**config.mk**
```make
export PLATFORM = sky130hd
export DESIGN_NAME = floo_axi_traffic_gen
export DESIGN_NICKNAME = d
export VERILOG_FILES = /design/src/rtl/floo_axi_pkg.sv /design/src/rtl/floo_test_pkg.sv /design/src/rtl/floo_axi_traffic_gen.sv
export SDC_FILE = /design/constraint.sdc
export NUM_CORES = 1
export LEC_CHECK = 0
export CAP_MARGIN = 20
export CORE_AREA = 2 2 505 507
export DETAILED_ROUTE_END_ITERATION = 8
export DIE_AREA = 0 0 507 509
export SYNTH_ARGS = -nofsm -noshare
export SYNTH_HDL_FRONTEND = slang
export SYNTH_SLANG_ARGS = --single-unit
```
**constraint.sdc**
```tcl
create_clock -name clk_i -period 4.9 [get_ports clk_i]
set_input_delay 0.735 -clock clk_i [delete_from_list [all_inputs] [get_ports clk_i]]
set_output_delay 0.735 -clock clk_i [all_outputs]
set_load 0.01 [all_outputs]
```
**src/rtl/floo_axi_pkg.sv**
```systemverilog
// AXI channel and bundle typedefs for the narrow and wide NoC links.
// The traffic generator drives the wide link; the narrow link shares the same channel layout.
package floo_axi_pkg;

    localparam logic [1:0] RespOkay   = 2'b00;
    localparam logic [1:0] RespSlvErr = 2'b10;
    localparam logic [1:0] BurstIncr  = 2'b01;

    localparam int unsigned WideAddrWidth = 48;
    localparam int unsigned WideDataWidth = 512;
    localparam int unsigned WideIdWidth   = 3;
    localparam int unsigned WideUserWidth = 1;

    localparam int unsigned NarrowAddrWidth = 48;
    localparam int unsigned NarrowDataWidth = 64;
    localparam int unsigned NarrowIdWidth   = 4;
    localparam int unsigned NarrowUserWidth = 1;

    typedef struct packed {
        logic [WideIdWidth-1:0]   id;
        logic [WideAddrWidth-1:0] addr;
        logic [7:0]               len;
        logic [2:0]               size;
        logic [1:0]               burst;
        logic                     lock;
        logic [3:0]               cache;
        logic [2:0]               prot;
        logic [3:0]               qos;
        logic [3:0]               region;
        logic [5:0]               atop;
        logic [WideUserWidth-1:0] user;
    } axi_wide_aw_chan_t;

    typedef struct packed {
        logic [WideDataWidth-1:0]   data;
        logic [WideDataWidth/8-1:0] strb;
        logic                       last;
        logic [WideUserWidth-1:0]   user;
    } axi_wide_w_chan_t;

    typedef struct packed {
        logic [WideIdWidth-1:0]   id;
        logic [1:0]               resp;
        logic [WideUserWidth-1:0] user;
    } axi_wide_b_chan_t;

    typedef struct packed {
        logic [WideIdWidth-1:0]   id;
        logic [WideAddrWidth-1:0] addr;
        logic [7:0]               len;
        logic [2:0]               size;
        logic [1:0]               burst;
        logic                     lock;
        logic [3:0]               cache;
        logic [2:0]               prot;
        logic [3:0]               qos;
        logic [3:0]               region;
        logic [WideUserWidth-1:0] user;
    } axi_wide_ar_chan_t;

    typedef struct packed {
        logic [WideIdWidth-1:0]   id;
        logic [WideDataWidth-1:0] data;
        logic [1:0]               resp;
        logic                     last;
        logic [WideUserWidth-1:0] user;
    } axi_wide_r_chan_t;

    typedef struct packed {
        axi_wide_aw_chan_t aw;
        logic              aw_valid;
        axi_wide_w_chan_t  w;
        logic              w_valid;
        logic              b_ready;
        axi_wide_ar_chan_t ar;
        logic              ar_valid;
        logic              r_ready;
    } axi_wide_req_t;

    typedef struct packed {
        logic             aw_ready;
        logic             ar_ready;
        logic             w_ready;
        logic             b_valid;
        axi_wide_b_chan_t b;
        logic             r_valid;
        axi_wide_r_chan_t r;
    } axi_wide_rsp_t;

    typedef struct packed {
        logic [NarrowIdWidth-1:0]   id;
        logic [NarrowAddrWidth-1:0] addr;
        logic [7:0]                 len;
        logic [2:0]                 size;
        logic [1:0]                 burst;
        logic                       lock;
        logic [3:0]                 cache;
        logic [2:0]                 prot;
        logic [3:0]                 qos;
        logic [3:0]                 region;
        logic [5:0]                 atop;
        logic [NarrowUserWidth-1:0] user;
    } axi_narrow_aw_chan_t;

    typedef struct packed {
        logic [NarrowDataWidth-1:0]   data;
        logic [NarrowDataWidth/8-1:0] strb;
        logic                         last;
        logic [NarrowUserWidth-1:0]   user;
    } axi_narrow_w_chan_t;

    typedef struct packed {
        logic [NarrowIdWidth-1:0]   id;
        logic [1:0]                 resp;
        logic [NarrowUserWidth-1:0] user;
    } axi_narrow_b_chan_t;

    typedef struct packed {
        logic [NarrowIdWidth-1:0]   id;
        logic [NarrowAddrWidth-1:0] addr;
        logic [7:0]                 len;
        logic [2:0]                 size;
        logic [1:0]                 burst;
        logic                       lock;
        logic [3:0]                 cache;
        logic [2:0]                 prot;
        logic [3:0]                 qos;
        logic [3:0]                 region;
        logic [NarrowUserWidth-1:0] user;
    } axi_narrow_ar_chan_t;

    typedef struct packed {
        logic [NarrowIdWidth-1:0]   id;
        logic [NarrowDataWidth-1:0] data;
        logic [1:0]                 resp;
        logic                       last;
        logic [NarrowUserWidth-1:0] user;
    } axi_narrow_r_chan_t;

    typedef struct packed {
        axi_narrow_aw_chan_t aw;
        logic                aw_valid;
        axi_narrow_w_chan_t  w;
        logic                w_valid;
        logic                b_ready;
        axi_narrow_ar_chan_t ar;
        logic                ar_valid;
        logic                r_ready;
    } axi_narrow_req_t;

    typedef struct packed {
        logic               aw_ready;
        logic               ar_ready;
        logic               w_ready;
        logic               b_valid;
        axi_narrow_b_chan_t b;
        logic               r_valid;
        axi_narrow_r_chan_t r;
    } axi_narrow_rsp_t;

endpackage

```
**src/rtl/floo_test_pkg.sv**
```systemverilog
// Shared helpers for NoC test endpoints: data pattern and saturating error counter.
package floo_test_pkg;

    localparam int unsigned ErrCntWidth = 16;

    // One 32-bit pattern word; callers replicate it across the data bus.
    function automatic logic [31:0] pattern_word(input logic [15:0] txn, input logic [15:0] beat);
        return {txn, beat};
    endfunction

    function automatic logic [ErrCntWidth-1:0] err_cnt_add(input logic [ErrCntWidth-1:0] cnt,
                                                           input logic [1:0] inc);
        logic [ErrCntWidth:0] sum;
        sum = {1'b0, cnt} + (ErrCntWidth + 1)'(inc);
        return sum[ErrCntWidth] ? {ErrCntWidth{1'b1}} : sum[ErrCntWidth-1:0];
    endfunction

endpackage

```
**src/rtl/floo_axi_traffic_gen.sv**
```systemverilog
// AXI traffic generator: writes NumTxns patterned bursts, reads them back and counts
// data/response errors. One transaction outstanding at a time.
module floo_axi_traffic_gen
    import floo_test_pkg::*;
#(
    parameter int unsigned          AddrWidth = 48,
    parameter int unsigned          DataWidth = 512,
    parameter int unsigned          IdWidth   = 3,
    parameter int unsigned          NumTxns   = 4,
    parameter int unsigned          BurstLen  = 7,
    parameter logic [AddrWidth-1:0] BaseAddr  = '0,
    parameter logic [AddrWidth-1:0] Stride    = AddrWidth'('h1000),
    parameter type                  axi_req_t = floo_axi_pkg::axi_wide_req_t,
    parameter type                  axi_rsp_t = floo_axi_pkg::axi_wide_rsp_t
) (
    input  logic                   clk_i,
    input  logic                   rst_ni,
    input  logic                   start_i,
    output axi_req_t               axi_req_o,
    input  axi_rsp_t               axi_rsp_i,
    output logic                   busy_o,
    output logic                   done_o,
    output logic [ErrCntWidth-1:0] err_cnt_o
);

    typedef enum logic [2:0] {StIdle, StAw, StW, StB, StAr, StR, StDone} state_e;

    localparam logic [15:0] LastBeat = 16'(BurstLen);
    localparam logic [15:0] LastTxn  = 16'(NumTxns - 1);
    localparam logic [7:0]  AxLen    = 8'(BurstLen);
    localparam logic [2:0]  AxSize   = 3'($clog2(DataWidth / 8));

    state_e                 state_q, state_d;
    logic [15:0]            txn_q, txn_d;
    logic [15:0]            beat_q, beat_d;
    logic [ErrCntWidth-1:0] err_cnt_q, err_cnt_d;
    logic [1:0]             err_inc;

    logic [DataWidth-1:0] exp_data;
    logic [AddrWidth-1:0] txn_addr;

    always_comb begin
        exp_data = {(DataWidth / 32){pattern_word(txn_q, beat_q)}};
        txn_addr = BaseAddr + AddrWidth'(txn_q) * Stride;
    end

    // Payloads are zero outside their channel's state, so reset and idle present an all-zero bus.
    always_comb begin
        axi_req_o = '0;
        unique case (state_q)
            StAw: begin
                axi_req_o.aw_valid = 1'b1;
                axi_req_o.aw.id    = '0;
                axi_req_o.aw.addr  = txn_addr;
                axi_req_o.aw.len   = AxLen;
                axi_req_o.aw.size  = AxSize;
                axi_req_o.aw.burst = floo_axi_pkg::BurstIncr;
            end
            StW: begin
                axi_req_o.w_valid = 1'b1;
                axi_req_o.w.data  = exp_data;
                axi_req_o.w.strb  = '1;
                axi_req_o.w.last  = (beat_q == LastBeat);
            end
            StB: axi_req_o.b_ready = 1'b1;
            StAr: begin
                axi_req_o.ar_valid = 1'b1;
                axi_req_o.ar.id    = '0;
                axi_req_o.ar.addr  = txn_addr;
                axi_req_o.ar.len   = AxLen;
                axi_req_o.ar.size  = AxSize;
                axi_req_o.ar.burst = floo_axi_pkg::BurstIncr;
            end
            StR: axi_req_o.r_ready = 1'b1;
            default: ;
        endcase
    end

    always_comb begin
        state_d   = state_q;
        txn_d     = txn_q;
        beat_d    = beat_q;
        err_cnt_d = err_cnt_q;
        err_inc   = 2'd0;
        unique case (state_q)
            StIdle, StDone: begin
                if (start_i) begin
                    state_d   = StAw;
                    txn_d     = '0;
                    beat_d    = '0;
                    err_cnt_d = '0;
                end
            end
            StAw: if (axi_rsp_i.aw_ready) state_d = StW;
            StW: begin
                if (axi_rsp_i.w_ready) begin
                    if (beat_q == LastBeat) begin
                        beat_d  = '0;
                        state_d = StB;
                    end else begin
                        beat_d = beat_q + 16'd1;
                    end
                end
            end
            StB: begin
                if (axi_rsp_i.b_valid) begin
                    if (axi_rsp_i.b.resp != floo_axi_pkg::RespOkay) err_inc = 2'd1;
                    if (txn_q < LastTxn) begin
                        txn_d   = txn_q + 16'd1;
                        state_d = StAw;
                    end else begin
                        txn_d   = '0;
                        state_d = StAr;
                    end
                end
            end
            StAr: if (axi_rsp_i.ar_ready) state_d = StR;
            StR: begin
                if (axi_rsp_i.r_valid) begin
                    if (axi_rsp_i.r.data != exp_data
                        || axi_rsp_i.r.resp != floo_axi_pkg::RespOkay) begin
                        err_inc = err_inc + 2'd1;
                    end
                    // A misplaced r_last is one error; only r_last ends the burst.
                    if (axi_rsp_i.r.last != (beat_q == LastBeat)) err_inc = err_inc + 2'd1;
                    if (axi_rsp_i.r.last) begin
                        beat_d = '0;
                        if (txn_q < LastTxn) begin
                            txn_d   = txn_q + 16'd1;
                            state_d = StAr;
                        end else begin
                            state_d = StDone;
                        end
                    end else begin
                        beat_d = beat_q + 16'd1;
                    end
                end
            end
            default: state_d = StIdle;
        endcase
        if (err_inc != 2'd0) err_cnt_d = err_cnt_add(err_cnt_q, err_inc);
    end

    always_ff @(posedge clk_i or negedge rst_ni) begin
        if (!rst_ni) begin
            state_q   <= StIdle;
            txn_q     <= '0;
            beat_q    <= '0;
            err_cnt_q <= '0;
        end else begin
            state_q   <= state_d;
            txn_q     <= txn_d;
            beat_q    <= beat_d;
            err_cnt_q <= err_cnt_d;
        end
    end

    assign busy_o    = (state_q != StIdle) && (state_q != StDone);
    assign done_o    = (state_q == StDone);
    assign err_cnt_o = err_cnt_q;

endmodule

```
==> results.py, run 1 <==
metrics = {
    "cts": {
        "clock_latency_ns": 0.35,
        "cts_inserted_buffers": 5,
        "htreeDepth": 2,
        "clockBufferDepth": 2,
        "cts_tree": "done",
        "cts_root_buf": "clkbuf_16",
        "clkTransAtPathRegs_ns": 0.09,
        "clock_sinks": 51,
        "holdBufCountCts": 0,
    },
    "die": {
        "die_x_um": 507,
        "fp.dieH_um": 509,
        "io_pins": 1302,
        "start_util_pct": 5.32,
        "rows": 185,
        "die-area_um2": 258000,
        "core_um2": 253000,
    },
    "critical_path": {
        "crit_end": "err_cnt_o[5]$_DFFE_PN0P_",
        "r2r-end": "err_cnt_o[5]$_DFFE_PN0P_",
        "path_depth": 22,
        "r2r-start": "txn_q[8]$_DFFE_PN0P_",
        "start_kind": "input pin",
        "required_ns": 5.16,
        "r2r_cells": 23,
        "slowest_stage": "or4_4",
        "path_cells": "clkdlybuf4s50_1 > or3_4 > a221oi_2 > buf_4 > nand3_1 > nor4_1 > nand4_1 > or4_4 > ha_4 > inv_4 > o22ai_4 > buf_6 > ha_4 > inv_2 > fa_2 > inv_2 > nand2b_4 > or4_4 > buf_2 > a21oi_1 > o21ai_0 > a31oi_1",
        "r2r_slack_ns": -0.61,
        "crit_buf_inv": 7,
        "crit_arrival_ns": 5.78,
        "critPathTopFamily": "simple AND/OR/NAND/NOR gates",
        "cp_max_fo": 4,
        "crit_path_end_kind": "register",
        "startpoint": "axi_rsp_i[4]",
        "path_class": "in -> reg",
        "max_stage_delay_ns": 0.63,
    },
    "detailed_routing": {
        "drt_pass1_iterations": 6,
        "drt_wl_total_um": 214000,
        "drtIter0Drc": 1655,
        "wl_per_cell_um": 33.6,
        "drcViolationCount": 0,
        "ant_nets": 0,
        "vias_per_cell": 3.03,
        "vias": 19200,
    },
    "place": {
        "dpl.cell_count": 6225,
        "routabilityCongestion": 0.999,
        "numPortBuffers": 1168,
        "dpl.hpwl_um": 197000,
    },
    "finish": {
        "layout-drive-gt1-share_pct": 21.2,
        "finish.utilization_pct": 11.7,
        "area_growth_syn_to_layout_pct": 120,
        "stdcell_count": 6357,
        "nets": 3421,
    },
    "global_route": {
        "gr-total-overflow": 0,
        "grt_pass1_wl_um": 248000,
        "grt_max_degree": 53,
        "grt_pass1_vias": 17200,
        "grt_antenna_before_repair": 294,
        "grtUsageTotal_pct": 15.8,
    },
    "synthesis": {
        "synth-seq-cells": 51,
        "ys.warnings.count": 0,
        "synthesis.area_um2": 13400,
        "yosysMostFrequentCell": "buf_4",
        "yosysSeqAreaShare_pct": 9.49,
        "synth_edf_count": 0,
        "syn_area_per_cell_um2": 7.06,
        "synth_common_cells": "buf_4, nor2_1, nor3_1",
        "synthCells": 1905,
        "synth_top_area_share_pct": 38.2,
        "async_reset_ff_share_pct": 100,
        "synth_top_area_cell": "buf_4",
        "synth_ff_type": "dfrtp_1",
        "synth_top_cells_by_area": "buf_4, dfrtp_1, xor2_1",
        "ys_types": 66,
    },
    "timing": {
        "drv_slew": 0,
        "final.min_clock_period_ns": 5.52,
        "hold_ws_ns": 0.416,
        "fin_skew_ns": 0.0120,
        "timing.fmax_mhz": 181,
        "setup_ws_ns": -0.620,
        "hold_violations": 0,
        "tightest_slew_ns": 0.999,
        "grt_setup_unrepaired": "yes",
        "setup_viol": 16,
        "min_period_over_period_pct": 113,
        "slew_headroom_pct": 33.0,
    },
    "run_status": {
        "violations": "setup timing",
        "outcome": "finished with violations",
    },
    "power": {
        "power_density_nw_per_um2": 147,
        "power_leakage_uw": 0.0104,
        "vdd_drop_max_mv": 0.299,
    },
    "worst_hold_path": {
        "hold_path_class": "in -> async",
    },
    "flow_run": {
        "maxCapViolCount": 0,
    },
}
kinds of logic (layout without fill, tap and decap cells):
kind of cell	count (synthesis)	after routing	share of synthesized area (%)
simple gates	589	589	22.7
flops	51	51	9.49
mux	6	6	0.456
fa+ha+maj	6	6	0.614
other cells	1	233	0.0279
xor+xnor	132	132	8.60
buf+inv	808	1662	42.3
compound gates	312	312	15.8
layout by cell type (no fill, tap or decap), types with 7 or more instances in the layout:
cell type,synthesis,final
o2bb2ai_1,21,21
diode_2,0,108
buf_4,684,371
clkdlybuf4s50_1,0,1123
and2_1,25,24
inv_1,27,24
dlygate4sd2_1,0,33
or3_4,0,8
dfrtp_1,51,43
a2111oi_0,22,10
o2111ai_1,17,14
o22ai_1,32,29
buf_6,4,19
nand2_1,72,70
nand3_1,57,51
nor4_1,43,27
nor3_2,1,34
or3_1,21,13
o21ai_0,51,49
nand2b_1,26,24
buf_12,0,48
xnor2_1,42,37
nand4_1,35,35
nor3_1,98,63
and3_1,47,42
nor2b_1,7,7
nor2_1,134,130
xor2_1,90,89
inv_2,17,19
a22o_1,8,7
conb_1,1,125
a221oi_1,12,8
nor4_2,2,13
a31oi_1,23,22
a21oi_1,69,65
how the worst min path moves through the flow:
stage                              startpoint                   endpoint  slack (ns)  cells past startpoint
global route                           rst_ni       txn_q[0]$_DFFE_PN0P_        0.44                      1
detailed placement   err_cnt_o[8]$_DFFE_PN0P_   err_cnt_o[8]$_DFFE_PN0P_        0.57                      1
floorplan                              rst_ni      beat_q[0]$_DFFE_PN0P_        0.44                      0
global placement    err_cnt_o[12]$_DFFE_PN0P_  err_cnt_o[12]$_DFFE_PN0P_        0.56                      2
finish                                 rst_ni       txn_q[0]$_DFFE_PN0P_        0.42                      1
CTS                                    rst_ni       txn_q[0]$_DFFE_PN0P_        0.43                      1
per-layer routing:
layer / track usage (%) / routed length (µm)
met5: 0 / 812
met4: 6.87 / 10100
met3: 8.13 / 26900
met2: 24.6 / 93400
met1: 17.9 / 82600
per-stage QoR:
stage | setup TNS [ns] | worst slack (ns) | area (µm²) | power (µW)
finish | -8.79 | -0.620 | 29600 | 4340
detailed placement | -37.12 | -2.41 | 28300 | 3820
CTS | -8.02 | -0.577 | 29100 | 4370
floorplan | 0 | 0.0252 | 13900 | 2050
global route | -11.02 | -0.752 | 29500 | 4570
global placement | -49.72 | -3.21 | 28200 | 3810
layout make-up:
| type | count | area, µm² |
|---|---|---|
| Clock inverter | 3 | 23.8 |
| Multi-Input combinational cell | 1170 | 7830 |
| Inverter | 44 | 168 |
| Antenna cell | 108 | 270 |
| Sequential cell | 51 | 1290 |
| Fill cell | 29400 | 223000 |
| Timing Repair Buffer | 1610 | 15700 |
| Tap cell | 3366 | 4210 |
| Clock buffer | 5 | 125 |
state kept, by name, summed over array words and instances (netlist names):
register	flops
beat_q	16
err_cnt_o	16
state_q	3
txn_q	16
power breakdown:
part,switching [µW],leakage (µW),internal [µW]
combinational,1860,0.00966,1500
sequential,87.9,0.000691,457
clock,236,0.0000724,195
total,2190,0.0104,2150
worst reg2reg max path, delay by kind of cell (launching register included):
kind                     cells  cell delay [ns]
flip-flops                   1             0.42
AO/OA/AOI/OAI                4             0.55
XOR/XNOR                     1             0.21
AND/OR/NAND/NOR              7             2.39
adder cells (fa/ha/maj)      3             0.78
buffers and inverters        8             1.06
what timing repair did:
action,4_1_cts,5_1_grt
cloned,1,0
pin swaps,49,20
setup buffers,9,8
setup endpoints to repair,16,16
resized for setup,167,38
Power figures use the tool's default switching activity.
==> inputs of run 2 (changes only) <==
--- a/config.mk
+++ b/config.mk
@@ -5,6 +5,7 @@
 export SDC_FILE = /design/constraint.sdc
 export NUM_CORES = 1
 export LEC_CHECK = 0
+export ABC_CLOCK_PERIOD_IN_PS = 4900
 export CAP_MARGIN = 20
 export CORE_AREA = 2 2 505 507
 export DETAILED_ROUTE_END_ITERATION = 8
==> results of run 2 <==
Final layout, timing and power as in run 1 (identical DEF).
==> inputs of run 3 (changes only) <==
--- a/config.mk
+++ b/config.mk
@@ -6,7 +6,7 @@
 export NUM_CORES = 1
 export LEC_CHECK = 0
 export ABC_CLOCK_PERIOD_IN_PS = 4900
-export CAP_MARGIN = 20
+export CAP_MARGIN = 10
 export CORE_AREA = 2 2 505 507
 export DETAILED_ROUTE_END_ITERATION = 8
 export DIE_AREA = 0 0 507 509
==> run 3 against run 2 <==
Effect of this change:
- the flow still finishes with violations (setup timing)
- fmax grew 2.1%
- register-to-register slack better by 0.13 ns
- first-iteration DRC count shrank 10%
- clock skew is 0.0022 ns lower
==> results.py, run 3 (synthesized netlist as in run 1, its figures left out) <==
metrics = {
    "run_status": {
        "outcome": "finished with violations",
        "violations": "setup timing",
    },
    "timing": {
        "setup_viol": 16,
        "drv_slew": 0,
        "min_period_over_period_pct": 110,
        "fin_skew_ns": 0.00973,
        "timing.fmax_mhz": 185,
        "hold_violations": 0,
        "setup_ws_ns": -0.508,
        "final.min_clock_period_ns": 5.41,
        "grt_setup_unrepaired": "yes",
        "slew_headroom_pct": 28.8,
        "tightest_slew_ns": 1.06,
    },
    "critical_path": {
        "path_class": "in -> reg",
        "cp_max_fo": 8,
        "crit_path_end_kind": "register",
        "start_kind": "input pin",
        "required_ns": 5.17,
        "crit_arrival_ns": 5.68,
    },
    "flow_run": {
        "maxCapViolCount": 0,
    },
    "detailed_routing": {
        "drt_pass1_iterations": 5,
        "drtIter0Drc": 1489,
        "drcViolationCount": 0,
        "vias_per_cell": 3.03,
        "vias": 19200,
        "wl_per_cell_um": 33.7,
        "ant_nets": 0,
        "drt_wl_total_um": 214000,
    },
    "finish": {
        "finish.utilization_pct": 11.9,
        "area_growth_syn_to_layout_pct": 123,
        "final_cell_mix": "clkdlybuf4s50_1, buf_4, nor2_1",
        "multi_input_area_um2": 8130,
        "nets": 3421,
        "seqCellArea_um2": 1290,
        "nFillCells": 29300,
        "final_common_cell": "clkdlybuf4s50_1",
        "layout-drive-gt1-share_pct": 22.6,
    },
    "die": {
        "die_x_um": 507,
        "io_pins": 1302,
        "core_um2": 253000,
        "rows": 185,
        "fp.dieH_um": 509,
        "start_util_pct": 5.32,
        "die-area_um2": 258000,
    },
    "cts": {
        "clkTransAtPathRegs_ns": 0.09,
        "clock_sinks": 51,
        "cts_tree": "done",
        "clock_latency_ns": 0.34,
        "clockBufferDepth": 2,
        "htreeDepth": 2,
        "holdBufCountCts": 0,
        "cts_root_buf": "clkbuf_16",
        "cts_inserted_buffers": 5,
    },
    "power": {
        "vdd_drop_max_mv": 0.323,
        "comb_power_share_pct": 77.5,
        "sw_frac_of_total_pct": 50.8,
        "internal_power_uw": 2150,
        "p_seq_share_pct": 12.5,
        "clkPwrFrac_pct": 10.0,
        "power_leakage_uw": 0.0107,
        "switchingPower_uw": 2220,
        "power_density_nw_per_um2": 146,
    },
    "global_route": {
        "grt_antenna_before_repair": 304,
        "gr-total-overflow": 0,
        "grtUsageTotal_pct": 15.7,
        "grt_pass1_vias": 17000,
        "grt_max_degree": 53,
        "grt_pass1_wl_um": 248000,
    },
    "place": {
        "routabilityCongestion": 0.999,
        "dpl.hpwl_um": 197000,
        "numPortBuffers": 1168,
        "pre_cts_ws_ns": -2.45,
    },
    "worst_hold_path": {
        "hold_path_class": "in -> async",
    },
}
## run 3: cell count changes in the layout (fill, tap and decap cells not counted), sizes merged
cell           previous run  this run
buf                     442       443
bufbuf                    1         0
clkdlybuf4s50          1123      1095
diode                   108       103
dlygate4sd2              33        32
dlymetal6s2s              6        35
## run 3: repair_timing
action / in CTS / in global routing
endpoints found under the setup margin: 16 / 16
pin swaps: 55 / 44
buffers inserted: 10 / 10
gates resized for setup: 152 / 141
## run 3: routing by layer
layer | track usage [%] | share of wire (%) | vias up
met5 | 0 | 0.31 | -
met4 | 6.98 | 4.7 | 100
met3 | 7.60 | 12 | 626
met2 | 24.5 | 44 | 1767
met1 | 18.2 | 39 | 8810
li1 | - | - | 7920
## run 3: final timing paths
path                                                from                        end  slack, ns  cells after the start
min in group clk_i              err_cnt_o[7]$_DFFE_PN0P_   err_cnt_o[8]$_DFFE_PN0P_       0.60                      1
max in group asynchronous                         rst_ni       txn_q[4]$_DFFE_PN0P_       3.38                      2
worst min-delay path                              rst_ni       txn_q[0]$_DFFE_PN0P_       0.44                      1
worst max-delay path                      axi_rsp_i[449]  err_cnt_o[13]$_DFFE_PN0P_      -0.51                     23
worst min register to register  err_cnt_o[7]$_DFFE_PN0P_   err_cnt_o[8]$_DFFE_PN0P_       0.60                      1
worst max register to register      txn_q[0]$_DFFE_PN0P_  err_cnt_o[13]$_DFFE_PN0P_      -0.48                     22
## run 3: area by class of cell
type                    count  area share (%)
flip-flops and latches     51            4.30
clock inverters             3          0.0792
diodes                    103           0.859
clock buffers               5           0.417
multi-input cells        1170            27.1
inverters                  44           0.567
well taps                3366            14.0
repair buffers           1610            52.6
## run 3: through the flow
stage          TNS, ns  total power, µW  instances  hold slack, ns  area (µm²)
4_1_cts          -8.03             4370       6239           0.436       29000
3_3_place_gp    -49.72             3810       6220           0.564       28200
2_1_floorplan        0             2050       2029           0.439       13900
3_5_place_dp    -37.45             3820       6223           0.577       28300
5_1_grt          -9.49             4580       6300           0.444       29900
6_report         -6.60             4380       6352           0.440       30000
## run 3: critical path, stage by stage
cell and delay (ns):
clkdlybuf4s50_1 0.63, nand4_1 0.14, o21a_1 0.14, nor3_1 0.23
buf_4 0.15, nand4_1 0.18, nor4_2 0.21, buf_4 0.16
nand2_1 0.05, or4_4 0.60, ha_4 0.31, inv_4 0.04
o22ai_4 0.17, buf_6 0.14, ha_4 0.13, inv_2 0.04
fa_2 0.36, inv_2 0.09, nand2b_4 0.05, or4_4 0.53
buf_6 0.16, a211o_1 0.29, a21oi_2 0.14
## run 3: power groups by stage
stage	Combinational [µW]	Sequential (µW)	Clock, µW
final	3390	547	438
after global routing	3550	552	477
after floorplan	1560	487	0
after global placement	3260	554	0
after CTS	3350	544	468
after detailed placement	3260	553	0
